**config.mk**
```make
export PLATFORM = sky130hd
export DESIGN_NAME = pipe_sequencer
export DESIGN_NICKNAME = d
export VERILOG_FILES = /design/src/rtl/pipe_pkg.sv /design/src/rtl/pipe_stage_reg.sv /design/src/rtl/pipe_sequencer.sv
export SDC_FILE = /design/constraint.sdc
export NUM_CORES = 1
export LEC_CHECK = 0
export CAP_MARGIN = 30
export CORE_MARGIN = 2
export CORE_UTILIZATION = 46
export CTS_CLUSTER_DIAMETER = 200
export DETAILED_ROUTE_END_ITERATION = 7
export PLACE_DENSITY = 0.84
export SYNTH_ARGS = -nofsm -noshare
export SYNTH_HDL_FRONTEND = slang
export SYNTH_SLANG_ARGS = --single-unit
```
**constraint.sdc**
```tcl
create_clock -name clk -period 2.3 [get_ports clk]
set_input_delay 0.345 -clock clk [delete_from_list [all_inputs] [get_ports clk]]
set_output_delay 0.345 -clock clk [all_outputs]
set_load 0.05 [all_outputs]
```
**src/rtl/pipe_pkg.sv**
```systemverilog
// Shared constants, FSM states and instruction field helpers for the pipeline sequencer.
package pipe_pkg;

  localparam logic [31:0] NOP = 32'hE1A00000;

  localparam logic [1:0] SEL_PC_RESET  = 2'b00;
  localparam logic [1:0] SEL_PC_INC    = 2'b01;
  localparam logic [1:0] SEL_PC_BRANCH = 2'b10;

  typedef enum logic {
    STARTUP = 1'b0,
    RUN     = 1'b1
  } state_t;

  // Single data transfer with the load bit set, excluding the unconditional space.
  function automatic logic is_load(input logic [31:0] instr);
    return (instr[31:28] != 4'b1111) && (instr[27:26] == 2'b01) && instr[20];
  endfunction

  function automatic logic [3:0] rd_of(input logic [31:0] instr);
    return instr[15:12];
  endfunction

  function automatic logic [3:0] rn_of(input logic [31:0] instr);
    return instr[19:16];
  endfunction

  function automatic logic [3:0] rm_of(input logic [31:0] instr);
    return instr[3:0];
  endfunction

endpackage

```
**src/rtl/pipe_stage_reg.sv**
```systemverilog
// One pipeline stage: instruction word plus valid bit with advance/hold/bubble control.
module pipe_stage_reg
  import pipe_pkg::*;
(
  input  logic        clk,
  input  logic        rst_n,
  input  logic        advance,
  input  logic        bubble,
  input  logic [31:0] next_instr,
  input  logic        next_valid,
  output logic [31:0] instr,
  output logic        valid
);

  // Bubble overrides advance; neither asserted means hold.
  always_ff @(posedge clk or negedge rst_n) begin
    if (!rst_n) begin
      instr <= NOP;
      valid <= 1'b0;
    end else if (bubble) begin
      instr <= NOP;
      valid <= 1'b0;
    end else if (advance) begin
      instr <= next_instr;
      valid <= next_valid;
    end
  end

endmodule

```
**src/rtl/pipe_sequencer.sv**
```systemverilog
// Pipeline sequencer: stage registers, load-use stall, branch squash and PC start-up control.
module pipe_sequencer
  import pipe_pkg::*;
#(
  parameter int unsigned NUM_STAGES     = 4,
  parameter int unsigned BRANCH_STAGE   = 1,
  parameter int unsigned LOAD_SHADOW    = 2,
  parameter int unsigned STARTUP_CYCLES = 1
) (
  input  logic                     clk,
  input  logic                     rst_n,
  input  logic [31:0]              instr_in,
  input  logic                     instr_valid_in,
  input  logic                     stall_req,
  input  logic                     branch_taken,
  output logic [NUM_STAGES*32-1:0] stage_instr,
  output logic [NUM_STAGES-1:0]    stage_valid,
  output logic [1:0]               sel_pc,
  output logic                     load_pc,
  output logic                     fetch_accept,
  output logic                     stall_out,
  output logic                     squash_out
);

  localparam int unsigned CNT_W = (STARTUP_CYCLES > 1) ? $clog2(STARTUP_CYCLES) : 1;

  state_t            state_q, state_d;
  logic [CNT_W-1:0]  cnt_q, cnt_d;
  logic              run, hazard, squash, stall;

  logic [31:0]           instr_q [NUM_STAGES];
  logic [31:0]           instr_d [NUM_STAGES];
  logic [NUM_STAGES-1:0] valid_q, valid_d, advance, bubble, hit;

  assign run    = (state_q == RUN);
  assign hazard = valid_q[0] & (|hit);
  assign squash = run & branch_taken & valid_q[BRANCH_STAGE];
  assign stall  = run & ~squash & (stall_req | hazard);

  assign stall_out   = stall;
  assign squash_out  = squash;
  assign stage_valid = valid_q;

  // Per-stage control, data path and load-use comparison against stage 0.
  for (genvar k = 0; k < NUM_STAGES; k++) begin : g_stage
    if (k == 0) begin : g_head
      assign instr_d[k] = instr_valid_in ? instr_in : NOP;
      assign valid_d[k] = instr_valid_in;
      assign advance[k] = run & ~stall;
      assign bubble[k]  = squash;
    end else begin : g_tail
      assign instr_d[k] = instr_q[k-1];
      assign valid_d[k] = valid_q[k-1];
      assign advance[k] = run;
      assign bubble[k]  = (squash & (k <= BRANCH_STAGE)) | (stall & (k == 1));
    end

    if ((k >= 1) && (k <= LOAD_SHADOW)) begin : g_hit
      assign hit[k] = valid_q[k] & is_load(instr_q[k]) &
                      ((rd_of(instr_q[k]) == rn_of(instr_q[0])) |
                       (rd_of(instr_q[k]) == rm_of(instr_q[0])));
    end else begin : g_nohit
      assign hit[k] = 1'b0;
    end

    pipe_stage_reg u_reg (
      .clk        (clk),
      .rst_n      (rst_n),
      .advance    (advance[k]),
      .bubble     (bubble[k]),
      .next_instr (instr_d[k]),
      .next_valid (valid_d[k]),
      .instr      (instr_q[k]),
      .valid      (valid_q[k])
    );

    assign stage_instr[32*k +: 32] = instr_q[k];
  end

  // FSM state and start-up counter.
  always_ff @(posedge clk or negedge rst_n) begin
    if (!rst_n) begin
      state_q <= STARTUP;
      cnt_q   <= '0;
    end else begin
      state_q <= state_d;
      cnt_q   <= cnt_d;
    end
  end

  // Next state and PC/fetch controls.
  always_comb begin
    state_d      = state_q;
    cnt_d        = cnt_q;
    sel_pc       = SEL_PC_RESET;
    load_pc      = 1'b0;
    fetch_accept = 1'b0;
    case (state_q)
      STARTUP: begin
        load_pc = 1'b1;
        if (cnt_q == CNT_W'(STARTUP_CYCLES - 1)) begin
          state_d = RUN;
          cnt_d   = '0;
        end else begin
          cnt_d = cnt_q + CNT_W'(1);
        end
      end
      RUN: begin
        if (squash) begin
          sel_pc  = SEL_PC_BRANCH;
          load_pc = 1'b1;
        end else if (stall) begin
          sel_pc  = SEL_PC_INC;
          load_pc = 1'b0;
        end else begin
          sel_pc       = SEL_PC_INC;
          load_pc      = 1'b1;
          fetch_accept = instr_valid_in;
        end
      end
      default: state_d = STARTUP;
    endcase
  end

endmodule

```
* Word level (Yosys, flattened, before mapping) *
Cells that the tools add are included.

storage, ports and cells
  flip-flop bits (word level) = 134
  output and inout bits = 138
  input port bits = 37

operators by class
  bitwise logic cells = 17
  equality and inequality tests = 8
  muxes and demuxes = 20
  add/sub/neg operators = 1
  reduce and logical (&&, ||, !) cells = 7

operators by type and width
  kind                   number
  $mux W32               5
  $eq A4 B4 Y1           4
  $mux W1                12
  $and A1 B1 Y1          10
  $ne A4 B4 Y1 const B   2
  $eq A2 B1 Y1 const B   2
  $logic_and A1 B1 Y1    4
  $mux W2                2
  $or A1 B1 Y1           4
  $reduce_bool A2 Y1     2
  $not A1 Y1             3
  $pmux W1 S2            1
  $reduce_or A2 Y1       1
  $add A1 B1 Y1 const B  1

* Longest topological paths before layout *
Gate-level depths: netlist of the first run.

  depth after elaboration = 13
  mapped depth = 7
  mapped depth without buffers = 6

* Modules after synthesis *
Synthesis of the first run repeated with hierarchy kept, for this count alone.

unflattened totals
  cell total of the unflattened synthesis = 507
  area, all modules = 6,074.6 um2

modules (own cells, without submodules)
  module          times used  area an instance (um2)  cells an instance
  pipe_stage_reg  4           1,371.3                 107
  pipe_sequencer  1           589.3                   79

* Worst setup path after synthesis of the first run *
No wires, ideal clock.

  kind = reg-to-output
  from = register g_stage[0].u_reg.instr[2]
  to = output stall_out
  required time = 1.955 ns
  path slack = -0.434 ns
  cell stages (with the launch flop) = 7
  path buffers = 1
  data arrival time = 2.389 ns
  path through = dfrtp_1 -> xnor2_1 -> nand4_1 -> a2111oi_4 -> or3_2 -> buf_2 -> and2_1

on the way
  longest elaborated chain between the ends = 7
  elaborated cells between the ends (all ways) = 10
  classes of those cells = eq/ne (2); bitwise (7); reduce/logical (1)

ends and longest elaborated chain
  item                      RTL line              text
  start: declaration        pipe_stage_reg.sv:11  output logic [31:0] instr,
  start signal: assignment  pipe_stage_reg.sv:24  instr <= next_instr;
  $eq A4 B4 Y1              pipe_sequencer.sv:61  (rd_of(instr_q[k]) == rm_of(instr_q[0])));
  $or A1 B1 Y1              pipe_sequencer.sv:60  ((rd_of(instr_q[k]) == rn_of(instr_q[0])) |
  $and A1 B1 Y1             pipe_sequencer.sv:59  assign hit[k] = valid_q[k] & is_load(instr_q[k]) &
  $reduce_or A2 Y1 (*)      pipe_sequencer.sv:36  assign hazard = valid_q[0] & (|hit);
  $and A1 B1 Y1 (*)         pipe_sequencer.sv:36
  $or A1 B1 Y1 (*)          pipe_sequencer.sv:38  assign stall = run & ~squash & (stall_req | hazard);
  $and A1 B1 Y1 (*)         pipe_sequencer.sv:38
  end: declaration          pipe_sequencer.sv:21  output logic stall_out,

Mark *: on every way between the ends. The rest lies on a longest branch, timed or not.

* Worst setup path after layout of the first run *
  from = register g_stage[1].u_reg.instr[12]
  to = output fetch_accept

on the way
  longest elaborated chain between the ends = 10
  elaborated cells between the ends (all ways) = 11
  classes of those cells = eq/ne (2); mux (3); bitwise (5); reduce/logical (1)

ends and longest elaborated chain
  item                                    RTL line                                    text
  start: declaration                      pipe_stage_reg.sv:11
  start signal: assignment                pipe_stage_reg.sv:24
  $eq A4 B4 Y1, on equally long branches  pipe_sequencer.sv:60, pipe_sequencer.sv:61
  $or A1 B1 Y1 (*)                        pipe_sequencer.sv:60
  $and A1 B1 Y1 (*)                       pipe_sequencer.sv:59
  $reduce_or A2 Y1 (*)                    pipe_sequencer.sv:36
  $and A1 B1 Y1 (*)                       pipe_sequencer.sv:36
  $or A1 B1 Y1 (*)                        pipe_sequencer.sv:38
  $and A1 B1 Y1 (*)                       pipe_sequencer.sv:38
  $mux W1 (*)                             pipe_sequencer.sv:112                       end else if (stall) begin
  $mux W1 (*)                             pipe_sequencer.sv:109                       if (squash) begin
  $mux W1 (*)                             pipe_sequencer.sv:98                        case (state_q)
  end: declaration                        pipe_sequencer.sv:20                        output logic fetch_accept,

Marked as above.

==> metrics, run 1 <==
GR Util All Layers=24.0%; Req. time, crit path=1.96 ns; net count after synthesis=382; row cnt=39; die area=12300 sq um; post-route non-filler standard cell count=720; largest family of logic cells by synthesized area=multiplexers; post-synthesis mux area share=14.1%; Peak VDD IR=0.542 mV; Post-Synth Adder-Cell Area=0%; GRT overflow=0; nets=601; CTS max path bufs=2; Slew headroom=48.8%; WL per Instance=21.5 um; layout cell share with drive strength beyond 1=39.9%; Core Region=11300 sq um; largest fanout on the critical path=3; placed insts=664; period utilisation layout=111%; drt drc=0; sw frac=32.1%; Setup Skew=0.00837 ns; HP Class=reg -> reg; Detail Route Antenna Nets=0; initial antenna violation count=0; Syn-to-layout area delta=60.7%; drt total wl=15.5 mm; sequential area share after synthesis=63.9%; routability cong.=0.787; CTS Buf Count=17; hold_sp=g_stage[3].u_reg.instr[19]; post-route setup slack=-0.244 ns; first-pass GRT wire length=23.0 mm; post-synthesis xor/xnor area fraction=2.67%; Avg Cell Area, Syn=15.2 sq um; P_leak=0.00368 uW; number of diodes=0; dpl cell area=7370 sq um; Worst-Margin Slew=0.768 ns; CTS tree=yes; Final Hold Viols=0; I/O pin count=175; clock share of power=37.3%; Seq pwr share=36.5%; # fillers=709; starting density of the core=46.6%; clock sink count=133; synth top area cells=dfrtp_1, mux2_2, dfstp_2; DIE HEIGHT=111 um; Finish-stage setup viols=20; largest net degree at the start of global routing=69; cells after synthesis=345; post-synthesis async set-or-reset flop share=100%; Comb pwr share=26.2%; failing checks=negative setup slack; Setup CP Type=reg -> out; Mapped Area=5260 sq um; Max Slew Vio Count=0; Int Power=5270 uW; top cell type by total area after synthesis=dfrtp_1; Max Cap Violations=0; Clock transition at path regs=0.06 ns; Die Width=111 um; nature of the critical path endpoint=primary output; synth warn=0; vias=4035; Switch Pwr=2490 uW; Top FF cell, synth=dfrtp_1; RSZ-0062 raised after global routing=yes; Post-synth EDFFs=0; DR pass1 iterations=4; fin crit period=2.54 ns; RR Startpoint=g_stage[1].u_reg.instr[30]; Yosys top cell area share=51.9%; pwr dens=918 nW/um^2; via density per instance=5.60; CTS H-tree lvls=4; Setup crit start kind=register; Critical Path Start=g_stage[1].u_reg.instr[12]; post-synthesis simple-gate area fraction=3.52%; vias in the first global route=4158; Synth Area in Compound Gates=12.6%; final instance area=8440 sq um; CP arrival=2.20 ns; IO buf count=174; worst skew pair latency=0.40 ns; Seq cells post-synth=133; Clock Tree Root=clkbuf_16; Iter 0 DRT Violations=273; Unique masters post-synth=32; FMAX=393 MHz; DP HPWL=9.81 mm; status=finished, violations left
## registers in the layout, indices dropped and copies added (netlist names)
register,flops
g_stage.u_reg.instr,128
g_stage.u_reg.valid,4
run,1
## per-stage QoR
step | setup TNS (ns) | hold WS (ns) | total power [uW] | worst slack, ns | util, %
floorplan | -0.139 | 0.0494 | 4020 | -0.0954 | -
global placement | 0 | 0.393 | 4740 | 0.0487 | 65.3
detailed placement | 0 | 0.396 | 4780 | 0.0124 | 65.3
CTS | -0.635 | 0.508 | 7720 | -0.226 | 72.2
global route | -3.32 | 0.521 | 8020 | -0.342 | 74.9
finish | -0.968 | 0.508 | 7760 | -0.244 | 74.9
## what timing repair did
item	4_1_cts	5_1_grt
hold buffers	1	0
setup buffers	11	10
endpoints found under the setup margin	3	47
gates resized for setup	8	27
pin swaps	13	35
gates cloned	0	4
endpoints found under the hold margin	55	0
## layer usage
layer | global-route usage [%] | part of all wire [%] | vias to the layer above
met2 | 39.8 | 53 | 155
met4 | 8.67 | 0.79 | 0
met5 | 0 | 0 | -
met3 | 6.45 | 6.6 | 8
met1 | 30.4 | 40 | 2128
li1 | - | - | 1744
## power groups by stage
stage / Clock (uW) / Sequential [uW] / Combinational (uW)
floorplan: 0 / 3590 / 429
detailed placement: 0 / 2860 / 1930
CTS: 2940 / 2820 / 1960
finish: 2890 / 2830 / 2030
global placement: 0 / 2840 / 1900
global route: 3060 / 2860 / 2100
## final timing paths
| path | to | slack (ns) | depth (start not counted) |
|---|---|---|---|
| worst max register to register | g_stage[0].u_reg.instr[2] | -0.04 | 7 |
| max in group asynchronous | g_stage[3].u_reg.instr[30] | 1.08 | 3 |
| min in group asynchronous | g_stage[3].u_reg.instr[10] | 0.52 | 2 |
| worst min-delay path | g_stage[3].u_reg.instr[19] | 0.51 | 1 |
| worst min register to register | g_stage[3].u_reg.instr[19] | 0.51 | 1 |
| worst max-delay path | fetch_accept | -0.24 | 7 |
## logic make-up after synthesis
logic type | count (synthesis)
other cells | 1
flops | 133
buf+inv | 31
compound gates | 68
simple gates | 30
mux | 66
xor+xnor | 16
## synth_stat cells (all sizes together) (2+ instances only)
master / number
xnor2: 16
o32a: 6
mux2: 66
a32o: 26
dfrtp: 109
nor2: 6
dfstp: 24
a21oi: 6
a2111oi: 2
and4: 2
nand2: 2
buf: 12
nor4: 7
clkbuf: 15
a22o: 27
inv: 4
nand4: 6
## critical path: stages (launching register included)
cell	delay, ns
dfrtp_2	0.43
xnor2_1	0.20
nand4_1	0.17
a2111oi_4	0.49
buf_4	0.21
buf_6	0.10
nor3_4	0.05
buf_12	0.15
## cell type report
class / count / area, sq um / share of cell area (%)
flip-flops and latches: 133 / 3380 / 40.1
repair buffers: 227 / 2370 / 28.1
multi-input cells: 181 / 1860 / 22.0
clock buffers: 19 / 443 / 5.25
clock inverters: 13 / 195 / 2.31
well taps: 143 / 179 / 2.12
inverters: 4 / 18.8 / 0.222
## cell usage in the layout (no fill, tap or decap), drive strengths merged, types with 7 or more instances in the layout
master / instances
nor4: 7
clkbuf: 23
buf: 55
a22o: 27
xnor2: 16
dfrtp: 109
dfstp: 24
inv: 7
a32o: 26
clkdlybuf4s50: 167
mux2: 66
No activity file was read; power rests on OpenSTA's default activity.
==> run 2, diff against run 1 <==
--- a/config.mk
+++ b/config.mk
@@ -7,10 +7,11 @@
 export LEC_CHECK = 0
 export CAP_MARGIN = 30
 export CORE_MARGIN = 2
-export CORE_UTILIZATION = 46
+export CORE_UTILIZATION = 47
+export CTS_BUF_LIST = sky130_fd_sc_hd__clkbuf_8
 export CTS_CLUSTER_DIAMETER = 200
 export DETAILED_ROUTE_END_ITERATION = 7
-export PLACE_DENSITY = 0.84
+export PLACE_DENSITY = 0.86
 export SYNTH_ARGS = -nofsm -noshare
 export SYNTH_HDL_FRONTEND = slang
 export SYNTH_SLANG_ARGS = --single-unit
==> run 2 against run 1 <==
Against the previous run: the flow still finishes with violations (negative setup slack); sequential power is essentially flat; wire length is 10% lower; global-route usage increased by 0.41 points; sequential share of layout area grew 2.1 points; largest cell class unchanged; highest routed layer unchanged.
==> metrics, run 2 (synthesized netlist as in run 1, its figures left out) <==
status=finished, violations left; failing checks=negative setup slack; Final Hold Viols=0; row cnt=38; post-route setup slack=-0.235 ns; Peak VDD IR=0.467 mV; # fillers=733; P_leak=0.00349 uW; CP max stage cell=dfrtp_2; Clock transition at path regs=0.07 ns; sw frac=32.0%; fin crit period=2.53 ns; WL per Instance=19.8 um; worst skew pair latency=0.44 ns; CP cell instances=xnor2_2 -> nand4_1 -> a2111oi_4 -> or3_4 -> and2_4 -> buf_8; Clock Tree Root=clkbuf_8; initial antenna violation count=0; final instance area=8020 sq um; Core Region=10900 sq um; TNS Setup=-0.626 ns; drt drc=0; DR pass1 iterations=5; RSZ-0062 raised after global routing=yes; Switch Pwr=2320 uW; Crit path largest cell delay=0.46 ns; Detail Route Antenna Nets=0; Buffers & Inverters on Critical Path=1; CTS tree=yes; IO buf count=174; CTS max path bufs=2; I/O pin count=175; starting density of the core=48.3%; GRT overflow=0; drt total wl=13.9 mm; routability cong.=0.819; die area=12000 sq um; Setup crit start kind=register; family with the most delay on the worst path=simple AND/OR/NAND/NOR gates; Syn-to-layout area delta=52.7%; Req. time, crit path=1.96 ns; largest net degree at the start of global routing=70; Die Width=110 um; layout cell share with drive strength beyond 1=36.8%; clock sink count=133; DIE HEIGHT=110 um; CTS H-tree lvls=4; Comb pwr share=27.2%; first-pass GRT wire length=21.9 mm; Finish-stage setup viols=3; Max Cap Violations=0; post-route non-filler standard cell count=702; CTS Buf Count=17; largest fanout on the critical path=4; CP arrival=2.19 ns; DP HPWL=9.54 mm; placed insts=654; Seq pwr share=38.9%; pwr dens=903 nW/um^2; Max Slew Vio Count=0; via density per instance=5.60; Slew headroom=58.1%; nets=586; dpl cell area=7300 sq um; Setup Skew=0.00821 ns; FMAX=395 MHz; pre-CTS setup slack=0.0957 ns; vias=3929; HP Class=in -> async; period utilisation layout=110%; commonest non-fill, non-tap cells in the layout=clkdlybuf4s50_1, dfrtp_1, mux2_2; Iter 0 DRT Violations=197; most common cell after layout, fill and taps aside=clkdlybuf4s50_1; final hold slack=0.462 ns; number of diodes=0; max FFs per register=128; nature of the critical path endpoint=primary output; largest reg by FF count=g_stage.u_reg.instr; Worst-Margin Slew=0.629 ns; clock share of power=33.9%; GR Util All Layers=24.4%; vias in the first global route=4108; Setup CP Type=reg -> out; Int Power=4930 uW
run 2: cell types whose count changed in the layout (fill, tap and decap cells not counted), moves of 2 or more:
cell / change
clkbuf_8: +18
inv_6: -4
buf_6: -3
a21oi_1: +6
buf_4: -2
buf_12: -6
and4_4: -2
a21oi_2: -6
clkbuf_16: -21
bufinv_16: +3
and4_1: +2
run 2: path summary, 6_finish.rpt:
path | from | to | slack, ns | cells past startpoint
max | g_stage[1].u_reg.instr[13] | stall_out | -0.23 | 6
min | rst_n | g_stage[2].u_reg.instr[9] | 0.46 | 2
max reg2reg | g_stage[1].u_reg.instr[13] | g_stage[0].u_reg.valid | 0.11 | 7
min reg2reg | g_stage[3].u_reg.instr[22] | g_stage[3].u_reg.instr[22] | 0.51 | 1
max in group asynchronous | rst_n | g_stage[2].u_reg.instr[30] | 1.10 | 3
min in group clk | instr_in[5] | g_stage[0].u_reg.instr[5] | 0.51 | 2
run 2: layout make-up:
| cell class | count | area (sq um) | area share [%] |
|---|---|---|---|
| clock inverters | 13 | 253 | 3.15 |
| inverters | 4 | 18.8 | 0.234 |
| well taps | 140 | 175 | 2.18 |
| repair buffers | 212 | 2100 | 26.2 |
| multi-input cells | 181 | 1830 | 22.8 |
| flip-flops and latches | 133 | 3380 | 42.1 |
| clock buffers | 19 | 262 | 3.26 |
run 2: worst reg2reg max path: stages (launching register included):
cell and delay, ns:
dfrtp_2 0.46, xnor2_2 0.17, nand4_1 0.18, a2111oi_4 0.45, buf_4 0.25, nor3_4 0.08
buf_4 0.21, a221o_1 0.28
run 2: what timing repair did:
action,in CTS,in global routing
resized for setup,4,10
endpoints found under the setup margin,3,5
hold buffers,1,0
endpoints found under the hold margin,58,0
setup buffers,12,3
pin swaps,12,9
run 2: per-stage QoR:
step,utilization [%],total power (uW)
after floorplan,-,4020
after global placement,67.0,4730
after detailed placement,67.0,4760
after CTS,72.8,7270
after global routing,73.7,7520
final,73.7,7250
run 2: layer usage:
metal,vias up,share of wire (%),GRT usage [%]
met5,-,0,0
met4,0,1.8,8.41
met3,21,6.8,7.65
met2,164,50,38.8
met1,2032,41,31.7
li1,1712,-,-
run 2: power groups by stage:
stage | logic, uW | clock network (uW) | registers, uW
global route | 2050 | 2610 | 2850
global placement | 1890 | 0 | 2840
detailed placement | 1900 | 0 | 2860
floorplan | 429 | 0 | 3590
finish | 1970 | 2460 | 2820
CTS | 1960 | 2510 | 2810
==> run 3, diff against run 2 <==
--- a/config.mk
+++ b/config.mk
@@ -8,10 +8,11 @@
 export CAP_MARGIN = 30
 export CORE_MARGIN = 2
 export CORE_UTILIZATION = 47
-export CTS_BUF_LIST = sky130_fd_sc_hd__clkbuf_8
+export CTS_BUF_LIST = sky130_fd_sc_hd__clkbuf_2 sky130_fd_sc_hd__clkbuf_4 sky130_fd_sc_hd__clkbuf_8
 export CTS_CLUSTER_DIAMETER = 200
 export DETAILED_ROUTE_END_ITERATION = 7
 export PLACE_DENSITY = 0.86
+export SKIP_LAST_GASP = 1
 export SYNTH_ARGS = -nofsm -noshare
 export SYNTH_HDL_FRONTEND = slang
 export SYNTH_SLANG_ARGS = --single-unit
==> run 3 against run 2 <==
Against the previous run: the run still ends with negative setup slack left; worst hold slack hardly changed; combinational power hardly changed; first-iteration DRC count is 14% lower; die area stayed put; critical endpoint unchanged; largest cell class unchanged.
==> metrics, run 3 (synthesized netlist as in run 1, its figures left out) <==
status=finished, violations left; failing checks=negative setup slack; CTS max path bufs=2; max FFs per register=128; layout cell share with drive strength beyond 1=37.0%; post-route setup slack=-0.232 ns; most common cell after layout, fill and taps aside=clkdlybuf4s50_1; Peak VDD IR=0.468 mV; pwr dens=904 nW/um^2; Req. time, crit path=1.96 ns; nets=586; vias in the first global route=4103; Worst-Margin Slew=0.629 ns; vias=3910; GRT overflow=0; routability cong.=0.819; CP arrival=2.19 ns; largest net degree at the start of global routing=70; Setup crit start kind=register; Slew headroom=58.1%; post-route non-filler standard cell count=702; DP HPWL=9.54 mm; worst skew pair latency=0.44 ns; FMAX=395 MHz; pre-CTS setup slack=0.0957 ns; fin crit period=2.53 ns; GR Util All Layers=24.3%; DIE HEIGHT=110 um; Final Hold Viols=0; Clock transition at path regs=0.07 ns; final design utilization=73.7%; first-pass GRT wire length=21.8 mm; family with the most delay on the worst path=simple AND/OR/NAND/NOR gates; Max Cap Violations=0; Syn-to-layout area delta=52.8%; P_leak=0.00349 uW; Core Region=10900 sq um; CTS tree=yes; row cnt=38; placed insts=654; Iter 0 DRT Violations=169; drt total wl=13.8 mm; CP max stage cell=dfrtp_2; Max Slew Vio Count=0; drt drc=0; WL per Instance=19.6 um; RR Startpoint=g_stage[1].u_reg.instr[13]; Buffers & Inverters on Critical Path=1; IO buf count=174; DR pass1 iterations=5; HP Class=in -> async; Setup CP Type=reg -> out; CTS H-tree lvls=4; Finish-stage setup viols=3; Die Width=110 um; commonest non-fill, non-tap cells in the layout=clkdlybuf4s50_1, dfrtp_1, mux2_2; CTS Buf Count=17; Setup Skew=0.00803 ns; Clock Tree Root=clkbuf_8; largest reg by FF count=g_stage.u_reg.instr; RSZ-0062 raised after global routing=yes; clock sink count=133; Reg2Reg Depth=7; worst reg2reg path endpoint=g_stage[0].u_reg.valid; Critical Path Start=g_stage[2].u_reg.instr[14]; period utilisation layout=110%; die area=12000 sq um; nature of the critical path endpoint=primary output; Detail Route Antenna Nets=0; number of diodes=0; largest fanout on the critical path=4; reg2reg setup slack=0.11 ns; initial antenna violation count=0; via density per instance=5.57; CP cell instances=xnor2_2 -> nand4_1 -> a2111oi_4 -> or3_4 -> and2_4 -> buf_8; starting density of the core=48.3%; Crit path largest cell delay=0.45 ns; I/O pin count=175
## run 3: worst reg2reg max path: stages (launching register included)
cell and delay, ns:
dfrtp_2 0.46, xnor2_2 0.17, nand4_1 0.18, a2111oi_4 0.45, buf_4 0.25, nor3_4 0.07
buf_4 0.21, a221o_1 0.28
## run 3: how the worst max path moves through the flow
stage | to | cells after the start
final | stall_out | 6
after global routing | stall_out | 6
after CTS | stall_out | 6
after detailed placement | g_stage[0].u_reg.valid | 7
after global placement | stall_out | 4
after floorplan | stall_out | 6
## run 3: stage by stage
stage	total power (uW)	setup TNS (ns)	hold slack (ns)	cell area, sq um
after floorplan	4020	-0.139	0.0494	5280
after global placement	4730	0	0.383	7300
after detailed placement	4760	0	0.390	7300
after CTS	7280	-0.639	0.480	7930
after global routing	7530	-0.922	0.484	8030
final	7260	-0.614	0.462	8030
## run 3: power by group
part	switching, uW	internal (uW)	leakage (uW)
Combinational	1210	754	0.00153
Clock	892	1580	0.000257
Sequential	210	2610	0.00170
## run 3: repair_timing
action,CTS,global route
endpoints found under the setup margin,3,5
hold endpoints to repair,58,0
pin swaps,12,9
hold buffers,1,0
resized for setup,4,10
buffers inserted,12,3
## run 3: cell type report
type                       count  area (sq um)
clock inverter                12           249
fill                         732          2860
sequential                   133          3380
clock buffer                  20           269
multi-input combinational    181          1830
tap                          140           175
timing repair buffer         212          2100
inverter                       4          18.8
## run 3: per-layer routing
metal	vias to the layer above	wire (um)	part of all wire, %	track usage (%)
met5	-	0	0	0
met4	0	194	1.4	8.23
met3	15	989	7.2	7.59
met2	154	6940	50	38.8
met1	2035	5670	41	31.6
li1	1706	-	-	-
